<file path="config.mk">
export PLATFORM = sky130hd
export DESIGN_NAME = ram_arbiter_flat
export DESIGN_NICKNAME = d
export VERILOG_FILES = /design/src/rtl/ram_arbiter_if.sv /design/src/rtl/ram_arbiter.sv /design/src/flat_wrapper.sv
export SDC_FILE = /design/constraint.sdc
export NUM_CORES = 1
export LEC_CHECK = 0
export CAP_MARGIN = 20
export CORE_MARGIN = 3
export CORE_UTILIZATION = 39
export CTS_CLUSTER_SIZE = 12
export DETAILED_ROUTE_END_ITERATION = 10
export MAX_ROUTING_LAYER = met4
export PLACE_DENSITY = 0.75
export SETUP_SLACK_MARGIN = 0.3
export SKIP_CTS_REPAIR_TIMING = 1
export SYNTH_ARGS = -nofsm -noshare
export SYNTH_HDL_FRONTEND = slang
export SYNTH_SLANG_ARGS = --single-unit
</file>
<file path="constraint.sdc">
create_clock -name clk -period 1.45 [get_ports clk]
set_input_delay 0.3625 -clock clk [delete_from_list [all_inputs] [get_ports clk]]
set_output_delay 0.3625 -clock clk [all_outputs]
set_load 0.01 [all_outputs]
</file>
<file path="src/rtl/ram_arbiter_if.sv">
`default_nettype none
// ============================================================================
// Module   : ram_arbiter_if
// Purpose  : Bundle of the two requester command ports, the read-result ports
//            and the shared single-port RAM signals seen by ram_arbiter.
// Signals  : req0/req1, we0/we1, addr0/addr1, wdata0/wdata1 - requester cmds
//            gnt0/gnt1, rvalid0/rvalid1, rdata0/rdata1        - responses
//            busy                                              - arbiter busy
//            wrEn, wrAddr, wrData, rdAddr                      - RAM controls
//            rdData                                            - RAM read data
// Modports : slave  - the arbiter
//            master - requesters plus RAM model (environment side)
// Revision : 1.0 - initial release
// ============================================================================
interface ram_arbiter_if #(
  parameter int ADDR_W = 4,
  parameter int DATA_W = 8
);
  logic              req0;
  logic              req1;
  logic              we0;
  logic              we1;
  logic [ADDR_W-1:0] addr0;
  logic [ADDR_W-1:0] addr1;
  logic [DATA_W-1:0] wdata0;
  logic [DATA_W-1:0] wdata1;
  logic              gnt0;
  logic              gnt1;
  logic              rvalid0;
  logic              rvalid1;
  logic [DATA_W-1:0] rdata0;
  logic [DATA_W-1:0] rdata1;
  logic              busy;
  logic              wrEn;
  logic [ADDR_W-1:0] wrAddr;
  logic [DATA_W-1:0] wrData;
  logic [ADDR_W-1:0] rdAddr;
  logic [DATA_W-1:0] rdData;

  modport slave (
    input  req0, req1, we0, we1, addr0, addr1, wdata0, wdata1, rdData,
    output gnt0, gnt1, rvalid0, rvalid1, rdata0, rdata1, busy,
           wrEn, wrAddr, wrData, rdAddr
  );

  modport master (
    output req0, req1, we0, we1, addr0, addr1, wdata0, wdata1, rdData,
    input  gnt0, gnt1, rvalid0, rvalid1, rdata0, rdata1, busy,
           wrEn, wrAddr, wrData, rdAddr
  );
endinterface
`default_nettype wire

</file>
<file path="src/rtl/ram_arbiter.sv">
`default_nettype none
// ============================================================================
// Module   : ram_arbiter
// Purpose  : Two-requester arbiter in front of a single-port RAM. Accepts at
//            most one command every two cycles (IDLE -> WRITE/READ -> IDLE),
//            round-robin between simultaneous requesters.
// Ports    : clk  - clock, all state updates on the rising edge
//            rstN - synchronous active-low reset
//            bus  - ram_arbiter_if.slave (requesters, responses, RAM port)
// Config   : RAM_ARB_FIXED_PRIO_EN - when defined, requester 0 always wins
//            simultaneous requests and no round-robin pointer exists.
// Revision : 1.0 - initial release
// ============================================================================
module ram_arbiter #(
  parameter int ADDR_W = 4,
  parameter int DATA_W = 8
) (
  input  logic          clk,
  input  logic          rstN,
  ram_arbiter_if.slave  bus
);

  typedef enum logic [1:0] {
    S_IDLE  = 2'd0,
    S_WRITE = 2'd1,
    S_READ  = 2'd2
  } state_e;

  state_e            state_q;
  state_e            state_d;
  logic              sel_q;      // requester owning the command in flight
  logic [ADDR_W-1:0] wrAddr_q;
  logic [DATA_W-1:0] wrData_q;
  logic [ADDR_W-1:0] rdAddr_q;
  logic [DATA_W-1:0] rdata0_q;
  logic [DATA_W-1:0] rdata1_q;
  logic              rvalid0_q;
  logic              rvalid1_q;
  logic              grant0;
  logic              grant1;
  logic              prefer1;    // 1: requester 1 wins a tie

`ifdef RAM_ARB_FIXED_PRIO_EN
  assign prefer1 = 1'b0;
`else
  logic              pref_q;
  assign prefer1 = pref_q;
`endif

  // Grants are only possible in IDLE and outside reset; a sole requester
  // always wins, ties go to the preferred requester.
  always_comb begin
    state_d = state_q;
    grant0  = 1'b0;
    grant1  = 1'b0;
    case (state_q)
      S_IDLE: begin
        if (rstN) begin
          if (bus.req0 && (!bus.req1 || !prefer1)) begin
            grant0 = 1'b1;
          end else if (bus.req1) begin
            grant1 = 1'b1;
          end
        end
        if (grant0) begin
          state_d = bus.we0 ? S_WRITE : S_READ;
        end else if (grant1) begin
          state_d = bus.we1 ? S_WRITE : S_READ;
        end
      end
      S_WRITE, S_READ: state_d = S_IDLE;
      default:         state_d = S_IDLE;
    endcase
  end

  always_ff @(posedge clk) begin
    if (!rstN) begin
      state_q   <= S_IDLE;
      sel_q     <= 1'b0;
      wrAddr_q  <= '0;
      wrData_q  <= '0;
      rdAddr_q  <= '0;
      rdata0_q  <= '0;
      rdata1_q  <= '0;
      rvalid0_q <= 1'b0;
      rvalid1_q <= 1'b0;
`ifndef RAM_ARB_FIXED_PRIO_EN
      pref_q    <= 1'b0;
`endif
    end else begin
      state_q   <= state_d;
      rvalid0_q <= 1'b0;
      rvalid1_q <= 1'b0;

      // Command fields are captured at the grant edge so the RAM sees them
      // during the following WRITE/READ cycle and they hold afterwards.
      if (grant0) begin
        sel_q <= 1'b0;
        if (bus.we0) begin
          wrAddr_q <= bus.addr0;
          wrData_q <= bus.wdata0;
        end else begin
          rdAddr_q <= bus.addr0;
        end
      end else if (grant1) begin
        sel_q <= 1'b1;
        if (bus.we1) begin
          wrAddr_q <= bus.addr1;
          wrData_q <= bus.wdata1;
        end else begin
          rdAddr_q <= bus.addr1;
        end
      end

`ifndef RAM_ARB_FIXED_PRIO_EN
      // Next tie goes to whoever was not just served.
      if (grant0) begin
        pref_q <= 1'b1;
      end else if (grant1) begin
        pref_q <= 1'b0;
      end
`endif

      // End of READ: capture the combinational RAM data for the owner only.
      if (state_q == S_READ) begin
        if (sel_q) begin
          rdata1_q  <= bus.rdData;
          rvalid1_q <= 1'b1;
        end else begin
          rdata0_q  <= bus.rdData;
          rvalid0_q <= 1'b1;
        end
      end
    end
  end

  assign bus.gnt0    = grant0;
  assign bus.gnt1    = grant1;
  assign bus.busy    = (state_q != S_IDLE);
  // Gated by rstN so a reset during WRITE never commits to the RAM.
  assign bus.wrEn    = rstN && (state_q == S_WRITE);
  assign bus.wrAddr  = wrAddr_q;
  assign bus.wrData  = wrData_q;
  assign bus.rdAddr  = rdAddr_q;
  assign bus.rdata0  = rdata0_q;
  assign bus.rdata1  = rdata1_q;
  assign bus.rvalid0 = rvalid0_q;
  assign bus.rvalid1 = rvalid1_q;

endmodule
`default_nettype wire

</file>
<file path="src/flat_wrapper.sv">
// flat-port wrapper written by rule: the top's interface ports become plain ports
module ram_arbiter_flat 
#(
  parameter int ADDR_W = 4,
  parameter int DATA_W = 8
)
  (clk, rstN, bus_req0, bus_req1, bus_we0, bus_we1, bus_addr0, bus_addr1, bus_wdata0, bus_wdata1, bus_rdData, bus_gnt0, bus_gnt1, bus_rvalid0, bus_rvalid1, bus_rdata0, bus_rdata1, bus_busy, bus_wrEn, bus_wrAddr, bus_wrData, bus_rdAddr);
  ram_arbiter_if #(.ADDR_W(ADDR_W), .DATA_W(DATA_W)) bus_i ();
  input  logic clk;
  input  logic rstN;
  input wire logic [$bits(bus_i.req0)-1:0] bus_req0;
  input wire logic [$bits(bus_i.req1)-1:0] bus_req1;
  input wire logic [$bits(bus_i.we0)-1:0] bus_we0;
  input wire logic [$bits(bus_i.we1)-1:0] bus_we1;
  input wire logic [$bits(bus_i.addr0)-1:0] bus_addr0;
  input wire logic [$bits(bus_i.addr1)-1:0] bus_addr1;
  input wire logic [$bits(bus_i.wdata0)-1:0] bus_wdata0;
  input wire logic [$bits(bus_i.wdata1)-1:0] bus_wdata1;
  input wire logic [$bits(bus_i.rdData)-1:0] bus_rdData;
  output wire logic [$bits(bus_i.gnt0)-1:0] bus_gnt0;
  output wire logic [$bits(bus_i.gnt1)-1:0] bus_gnt1;
  output wire logic [$bits(bus_i.rvalid0)-1:0] bus_rvalid0;
  output wire logic [$bits(bus_i.rvalid1)-1:0] bus_rvalid1;
  output wire logic [$bits(bus_i.rdata0)-1:0] bus_rdata0;
  output wire logic [$bits(bus_i.rdata1)-1:0] bus_rdata1;
  output wire logic [$bits(bus_i.busy)-1:0] bus_busy;
  output wire logic [$bits(bus_i.wrEn)-1:0] bus_wrEn;
  output wire logic [$bits(bus_i.wrAddr)-1:0] bus_wrAddr;
  output wire logic [$bits(bus_i.wrData)-1:0] bus_wrData;
  output wire logic [$bits(bus_i.rdAddr)-1:0] bus_rdAddr;
  assign bus_i.req0 = bus_req0;
  assign bus_i.req1 = bus_req1;
  assign bus_i.we0 = bus_we0;
  assign bus_i.we1 = bus_we1;
  assign bus_i.addr0 = bus_addr0;
  assign bus_i.addr1 = bus_addr1;
  assign bus_i.wdata0 = bus_wdata0;
  assign bus_i.wdata1 = bus_wdata1;
  assign bus_i.rdData = bus_rdData;
  assign bus_gnt0 = bus_i.gnt0;
  assign bus_gnt1 = bus_i.gnt1;
  assign bus_rvalid0 = bus_i.rvalid0;
  assign bus_rvalid1 = bus_i.rvalid1;
  assign bus_rdata0 = bus_i.rdata0;
  assign bus_rdata1 = bus_i.rdata1;
  assign bus_busy = bus_i.busy;
  assign bus_wrEn = bus_i.wrEn;
  assign bus_wrAddr = bus_i.wrAddr;
  assign bus_wrData = bus_i.wrData;
  assign bus_rdAddr = bus_i.rdAddr;
  ram_arbiter #(.ADDR_W(ADDR_W), .DATA_W(DATA_W)) u_core (.clk(clk), .rstN(rstN), .bus(bus_i));
endmodule
</file>
After elaboration in Yosys (flattened, before gate mapping)
Index checks and enable logic that the tools add are counted.
Word-level totals
  bits of input ports: 38
  register bits: 38
  logic and storage cells: 63
Operators by class
  equality and inequality tests: 5
  reduce and logical (&&, ||, !) cells: 17
  bitwise logic cells: 2
  muxes and demuxes: 29
Operators with widths (number)
  two-way mux 4 bit: 8
  two-way mux 8 bit: 4
  two-way mux 1 bit: 13
  two-way mux 2 bit: 4
  AND reduction 2 bit: 4
  nonzero test 2 bit: 4
  AND reduction 3 bit: 2
  inequality test 2 bit (second input constant): 2
  equality test 2 x 1 -> 1 bit (second input constant): 1
  equality test 2 bit (second input constant): 1
  logical AND 1 bit: 2
  zero test 1 bit: 2
  zero test 2 bit: 1
  inequality test 2 x 1 -> 1 bit (second input constant): 1
  inverter 1 bit: 2
  OR reduction 2 bit: 1
  logical OR 1 bit: 1

Depth between registers and ports, before layout
Gate-level depths: netlist of run 1.
  depth in word-level cells: 9
  mapped depth: 5
  mapped depth without buffers: 4

Least setup slack after synthesis of run 1
OpenSTA, ideal clock, no wires.
  path type: input port to output port
  start: in rstN
  end: out bus_wrEn
  data arrival time: 1.132 ns
  path slack: -0.045 ns
  cell stages on the path: 4
  data required time: 1.087 ns
  cell sequence: clkbuf_1 -> clkbuf_1 -> nand2_1 -> nor2_1
Between the ends
  longest elaborated chain between the ends: 1
RTL lines
  from (decl): RTL line flat_wrapper.sv:10  | input logic rstN;
  logical AND 1 bit: RTL line ram_arbiter.sv:141  | assign bus.wrEn = rstN && (state_q == S_WRITE);
  to (decl): RTL line flat_wrapper.sv:27  | output wire logic [$bits(bus_i.wrEn)-1:0] bus_wrEn;
No other way between the ends.

Worst setup path after layout of run 1
  start: reg u_core.pref_q
  end: out bus_gnt0
Between the ends
  longest elaborated chain between the ends: 7
RTL lines
  from (decl): RTL line ram_arbiter.sv:46  | logic pref_q;
  from (signal assigned): RTL line ram_arbiter.sv:88  | pref_q <= 1'b0;
  from (signal assigned): RTL line ram_arbiter.sv:118  | pref_q <= 1'b1;
  from (signal assigned): RTL line ram_arbiter.sv:120  | pref_q <= 1'b0;
  zero test 1 bit: RTL line ram_arbiter.sv:59  | if (bus.req0 && (!bus.req1 || !prefer1)) begin
  logical OR 1 bit: RTL line ram_arbiter.sv:59
  logical AND 1 bit: RTL line ram_arbiter.sv:59
  two-way mux 1 bit: RTL line ram_arbiter.sv:59
  two-way mux 1 bit: RTL line ram_arbiter.sv:58  | if (rstN) begin
  two-way mux 1 bit (2 in series): RTL line ram_arbiter.sv:56  | case (state_q)
  to (decl): RTL line flat_wrapper.sv:20  | output wire logic [$bits(bus_i.gnt0)-1:0] bus_gnt0;
No other way between the ends. The select of a mux whose other input is x is not followed.

==> results of run 1 <==
## power breakdown
group	switching (mW)	internal, mW
sequential	0.0447	1.12
combinational	0.293	0.379
clock	0.360	0.550
## layer usage
metal  track usage (%)  wire, um  vias to the layer above
li1                  -         -                      734
met1             20.46      1771                      710
met2             30.45      2475                       67
met3             7.553       484                        9
met4             8.685        80                        0
met5                 -         0                        -
## final timing paths
path,end,slack (ns),startpoint
setup / recovery,bus_gnt0,-0.04,u_core.pref_q$_SDFFE_PN0P_
hold / removal,u_core.bus.rdata1[2]$_SDFFE_PN0P_,0.48,u_core.bus.rdata1[2]$_SDFFE_PN0P_
setup reg to reg,u_core.bus.wrData[2]$_SDFFE_PN0P_,0,u_core.pref_q$_SDFFE_PN0P_
hold reg to reg,u_core.bus.rdata1[2]$_SDFFE_PN0P_,0.48,u_core.bus.rdata1[2]$_SDFFE_PN0P_
## flip-flops by register name, summed over array words and instances (netlist names), 2 cells and up
name,count
u_core.bus.rdata0,8
u_core.bus.rdata1,8
u_core.bus.wrData,8
u_core.bus.rdAddr,4
u_core.bus.wrAddr,4
u_core.state_q,2
## per-stage QoR
stage                      TNS, ns  setup slack, ns  power (mW)  area (um^2)  std cells
after detailed placement    -11.54          -0.7140       1.716         2457        283
after global placement      -10.58          -0.6724       1.704         2457        283
after global routing       -0.2681         -0.07374       2.849         2800        299
after floorplan                  0           0.1017       1.404         1562        151
after CTS                   -9.223          -0.7150       2.620         2570        290
final                     -0.05672         -0.03984       2.742         2800        299
## area by class of cell
| class | instances | area (um^2) | share of cell area [%] |
|---|---|---|---|
| tap | 48 | 60.06 | 2.145 |
| timing repair buffer | 101 | 932.1 | 33.29 |
| inverter | 6 | 25.02 | 0.8937 |
| multi-input combinational | 99 | 869.6 | 31.05 |
| clock inverter | 1 | 30.03 | 1.072 |
| sequential | 38 | 800.8 | 28.60 |
| clock buffer | 6 | 82.58 | 2.949 |
## critical path, stage by stage (launching register included)
cell,delay (ns)
dfxtp_4,0.36
a21boi_4,0.16
and3_4,0.21
buf_6,0.10
## cells by family after synthesis
| family | count (synthesis) |
|---|---|
| AO/OA/AOI/OAI | 38 |
| AND/OR/NAND/NOR | 32 |
| multiplexers | 28 |
| flip-flops | 38 |
| buffers and inverters | 15 |
## placed cells by master, fill, tap and decap left out, drive strengths merged, types with 2 or more instances in the layout
cell | netlist | routed
buf | 6 | 48
nor2 | 21 | 21
dlymetal6s2s | 0 | 6
inv | 6 | 6
nand2 | 4 | 4
clkdlybuf4s50 | 0 | 32
a32oi | 2 | 2
mux2i | 28 | 28
dfxtp | 38 | 38
o21ai | 16 | 16
or2 | 2 | 3
clkbuf | 3 | 21
o211ai | 16 | 16
==> run metrics, run 1 <==
outcome complete, but fails checks; failing checks setup timing; Reg clk slew, reported paths 0.07 ns; area delta synth->final 84.96%; actual slew at the worst max-slew pin 0.2925 ns; Synth Instances 151; Die Wd 68.31 um; Final ANT Viol Nets 0; Max H-tree Level 2; fill count 248; max-slew violations 0; Final Hold Fails 0; IO Port Bufs 75; routed via count 1520; Yosys reg bits 38; XOR/XNOR share of the synthesized area 0%; Die H 68.31 um; Setup WS post-layout -0.03984 ns; DR iter-0 viols 27; Post-Route Utilization 75.92%; Synth top area share 50.25%; layout cells sized above 1 52.19%; Avg WL per Cell 16.09 um; core footprint 3689 um^2; Post-Synth Simple-Gate Area 9.587%; Post-synth EDFFs 0; Post-Synth Adder-Cell Area 0%; fmax 671.2 MHz; sequential area share after synthesis 50.25%; Hold Crit Class reg -> reg; 1st-pass router iterations 4; first-pass GRT wire length 6299 um; CP startpoint kind register; synth warn 0; total leakage power 1.286 nW; top_reg_cell synth dfxtp_1; post-synth top area cell dfxtp_1; Starting Density 41.04%; maximum VDD drop 815.9 uV; I/O pin total 76; Sink Count 38; Worst Skew 0.008644 ns; Hold Slack 0.4844 ns; n_diodes 0; pwr/cell area 979.4 nW/um^2; vias in the first global route 1442; total gr overflow 0; Compound-Gate Fraction of Synth Area 17.11%; Syn Std Cell Area 1514 um^2; R2R depth 7; Yosys cell types 25; CTS Buf Count 5; syn_nets 189; clk buf depth 2; Root Buffer Master clkbuf_8; CP arrival 1.13 ns; site row count 22; Hold Path Depth 2; top-count cell post-synth dfxtp_1; Worst-Skew Late Latency 0.30 ns; Vias per Instance 5.084; CTS tree built; Final GP Congestion 0.7675; synth top area cells dfxtp_1 50%, mux2i_1 19%, o211ai_1 7.9%; Setup CP Type reg -> out; WL final 4812 um; largest net degree at the start of global routing 19; Max FO, Critical Path 4; DRC 0; # setup viols final 2; main combinational cell family by area after synthesis multiplexers; fraction of registers with async set/reset 0%; RSZ-0062 raised after global routing true; minimum clock period after layout 1.490 ns; total global-route track usage 18.94%; Worst EP required 1.09 ns; initial antenna violation count 0; Die ar. 4666 um^2; Post-Syn Area per Cell 10.03 um^2; Period Utilization, post-route 102.7%; max cap viols 0; worst rel slew slack 80.50%; Worst setup EP type primary output; dpl hpwl 2963 um; Synth top cells by count 38 x dfxtp_1, 28 x mux2i_1, 20 x nor2_1, 16 x o211ai_1, 16 x o21ai_1; Total Nets Final 289; mux cell area share after synthesis 18.51%
Note: power is estimated with default switching activity, not from simulation.
==> run 2, diff against run 1 <==
Settings changed: ABC_AREA from default to 1, CORE_UTILIZATION 39 to 42, GPL_TIMING_DRIVEN from default to 1, MAX_ROUTING_LAYER met4 to default, PLACE_DENSITY 0.75 to 0.77.
==> run metrics, run 2 <==
outcome complete, but fails checks; failing checks setup timing; commonest non-fill, non-tap cell in the layout nand2_1; clk buf depth 2 (unchanged); Yosys cell types 22 (-12%); dpl hpwl 3470 um (+17%); n_diodes 0 (unchanged); placed insts 395 (+40%); Worst Skew 0.007519 ns (-0.001125 ns); Synth Instances 257 (+70%); Post-Syn Area per Cell 6.787 um^2 (-32%); worst rel slew slack 75.28% (-5.2 points); RSZ-0062 raised after global routing true; actual slew at the worst max-slew pin 0.3707 ns (+0.07825 ns); synth warn 0 (unchanged); Finished Layout Cells 414 (+38%); initial antenna violation count 0 (unchanged); Final ANT Viol Nets 0 (unchanged); I/O pin total 76 (unchanged); Yosys reg bits 38 (unchanged); sequential area share after synthesis 43.62% (-6.6 points); dpl ws -0.7441 ns (-0.03004 ns); post-synth top area cell dfxtp_1; Vias per Instance 4.973 (-2.2%); core footprint 3826 um^2 (+3.7%); TNS Setup -0.2602 ns (-0.2035 ns); 1st-pass router iterations 4 (unchanged); Starting Density 45.59% (+4.5 points); Max H-tree Level 2 (unchanged); maximum VDD drop 858.9 uV (+5.3%); layout cells sized above 1 48.36% (-3.8 points); Hold Crit Class reg -> reg; Hold Slack 0.4425 ns (-0.04188 ns); fmax 645.5 MHz (-3.8%); Period Utilization, post-route 106.8% (+4.1 points); Total Nets Final 403 (+39%); DRC 0 (unchanged); CP startpoint kind register; Root Buffer Master clkbuf_8; total gr overflow 0 (unchanged); worst r2r src u_core.state_q[1]$_SDFFE_PN0P_; largest net degree at the start of global routing 26 (+7); CP arrival 1.19 ns (+0.06 ns); Reg clk slew, reported paths 0.08 ns (about the same); Setup WS post-layout -0.09913 ns (-0.05930 ns); Final GP Congestion 0.8814 (+15%); CTS Buf Count 5 (unchanged); Post-synth EDFFs 0 (unchanged); Sink Count 38 (unchanged); fraction of registers with async set/reset 0% (unchanged); Worst setup EP type primary output; Synth top cells by count 65 x nand2_1, 44 x inv_1, 38 x dfxtp_1, 33 x nor2_1; max-slew violations 0 (unchanged); DR iter-0 viols 153 (+470%); Worst-Skew Late Latency 0.30 ns (about the same); routed via count 2059 (+35%); top_reg_cell synth dfxtp_1; crit-path max cell delay 0.35 ns (about the same); Syn Std Cell Area 1744 um^2 (+15%); most frequent cells in the layout 54 x nand2_1, 40 x inv_1, 33 x clkdlybuf4s50_1, 29 x dfxtp_2, 24 x nor2_1; vias in the first global route 1782 (+24%); area delta synth->final 84.51%; hold path start u_core.bus.rdata0[3]$_SDFFE_PN0P_; site row count 22 (unchanged); slowest library cell on the worst path dfxtp_2; # setup viols final 5 (+3); Avg WL per Cell 14.97 um (-7.0%); Final Hold Fails 0 (unchanged); total leakage power 1.570 nW (+22%); pwr/cell area 987.7 nW/um^2 (+0.85%); worst reg2reg setup slack -0.04 ns (-0.04 ns); Setup CP Type reg -> out; syn_nets 295 (+56%); top-count cell post-synth nand2_1; Die H 70.44 um (+3.1%); WL final 6198 um (+29%); Worst EP required 1.09 ns (about the same); synth top area cells dfxtp_1 44%, nand2_1 14%, inv_1 9.5%; Die Wd 70.44 um (+3.1%); CTS tree built; Synth top area share 43.62% (-6.6 points); total chip power 3.178 mW (+16%); total global-route track usage 19.67% (+0.72 points); Hold Path Depth 2 (unchanged); max cap viols 0 (unchanged); first-pass GRT wire length 7817 um (+24%); Max FO, Critical Path 3 (-1); Hold Path End u_core.bus.rdata0[3]$_SDFFE_PN0P_; IO Port Bufs 75 (unchanged); worst path cell trace nor2_4 > nand2_4 > nor3_4 > buf_2; minimum clock period after layout 1.549 ns (+0.05930 ns); RR Endpoint u_core.bus.wrData[7]$_SDFFE_PN0P_; R2R depth 9 (+2); Die ar. 4962 um^2 (+6.3%)
[run 2: changes by cell type after synthesis, moves of 13 or more]
cell,change
nor2_1,+13
a21oi_1,+16
nand3_1,+14
o211ai_1,-16
o21ai_0,+17
nand2_1,+61
mux2i_1,-28
o21ai_1,-16
inv_1,+40
[run 2: cell families (layout without fill, tap and decap cells)]
group                  count (synthesis)  in the layout  share of synthesized area, %
buffers and inverters                 55            164                         13.41
AOI/OAI and AO/OA                     38             38                         11.48
and+or+nand+nor                      126            126                         31.49
DFF                                   38             38                         43.62
[run 2: report_power, final]
part | internal [mW] | switching [mW] | leakage [nW] | total [mW]
registers | 1.13 | 0.0470 | 0.323 | 1.18
clock network | 0.734 | 0.395 | 0.0714 | 1.13
logic | 0.428 | 0.443 | 1.18 | 0.872
[run 2: worst max-delay path: cells and delay by family (launching register included)]
family | cells | cell delay [ns]
flops | 1 | 0.35
simple gates | 3 | 0.37
buf+inv | 1 | 0.17
[run 2: metrics by stage]
step / cell area, um^2 / utilization [%]
CTS: 2922 / 76.36
floorplan: 1813 / -
global route: 3218 / 84.11
global placement: 2779 / 72.63
detailed placement: 2779 / 72.63
finish: 3218 / 84.11
[run 2: layout make-up]
type / instances / area [um^2]
multi-input cells: 164 / 1016
repair buffers: 111 / 1018
inverters: 45 / 183.9
well taps: 48 / 60.06
fillers: 226 / 608.1
clock inverters: 2 / 60.06
flip-flops and latches: 38 / 797.0
clock buffers: 6 / 82.58
[run 2: worst max path at each step]
stage | slack, ns | to | startpoint
4_1_cts | -0.75 | bus_gnt1 | bus_req1
2_1_floorplan | 0.24 | u_core.bus.wrData[5]$_SDFFE_PN0P_ | rstN
6_report | -0.1 | bus_gnt1 | u_core.state_q[1]$_SDFFE_PN0P_
3_3_place_gp | -0.74 | bus_wrEn | rstN
3_5_place_dp | -0.74 | bus_wrEn | rstN
5_1_grt | -0.16 | bus_gnt1 | u_core.state_q[1]$_SDFFE_PN0P_
[run 2: routing by layer]
layer / wire [um] / track usage [%] / vias to the layer above
met3: 455 / 6.331 / 11
met1: 2338 / 22.40 / 962
met4: 103 / 7.660 / 0
li1: - / - / 1007
met5: 0 / 0 / -
met2: 3300 / 33.78 / 79
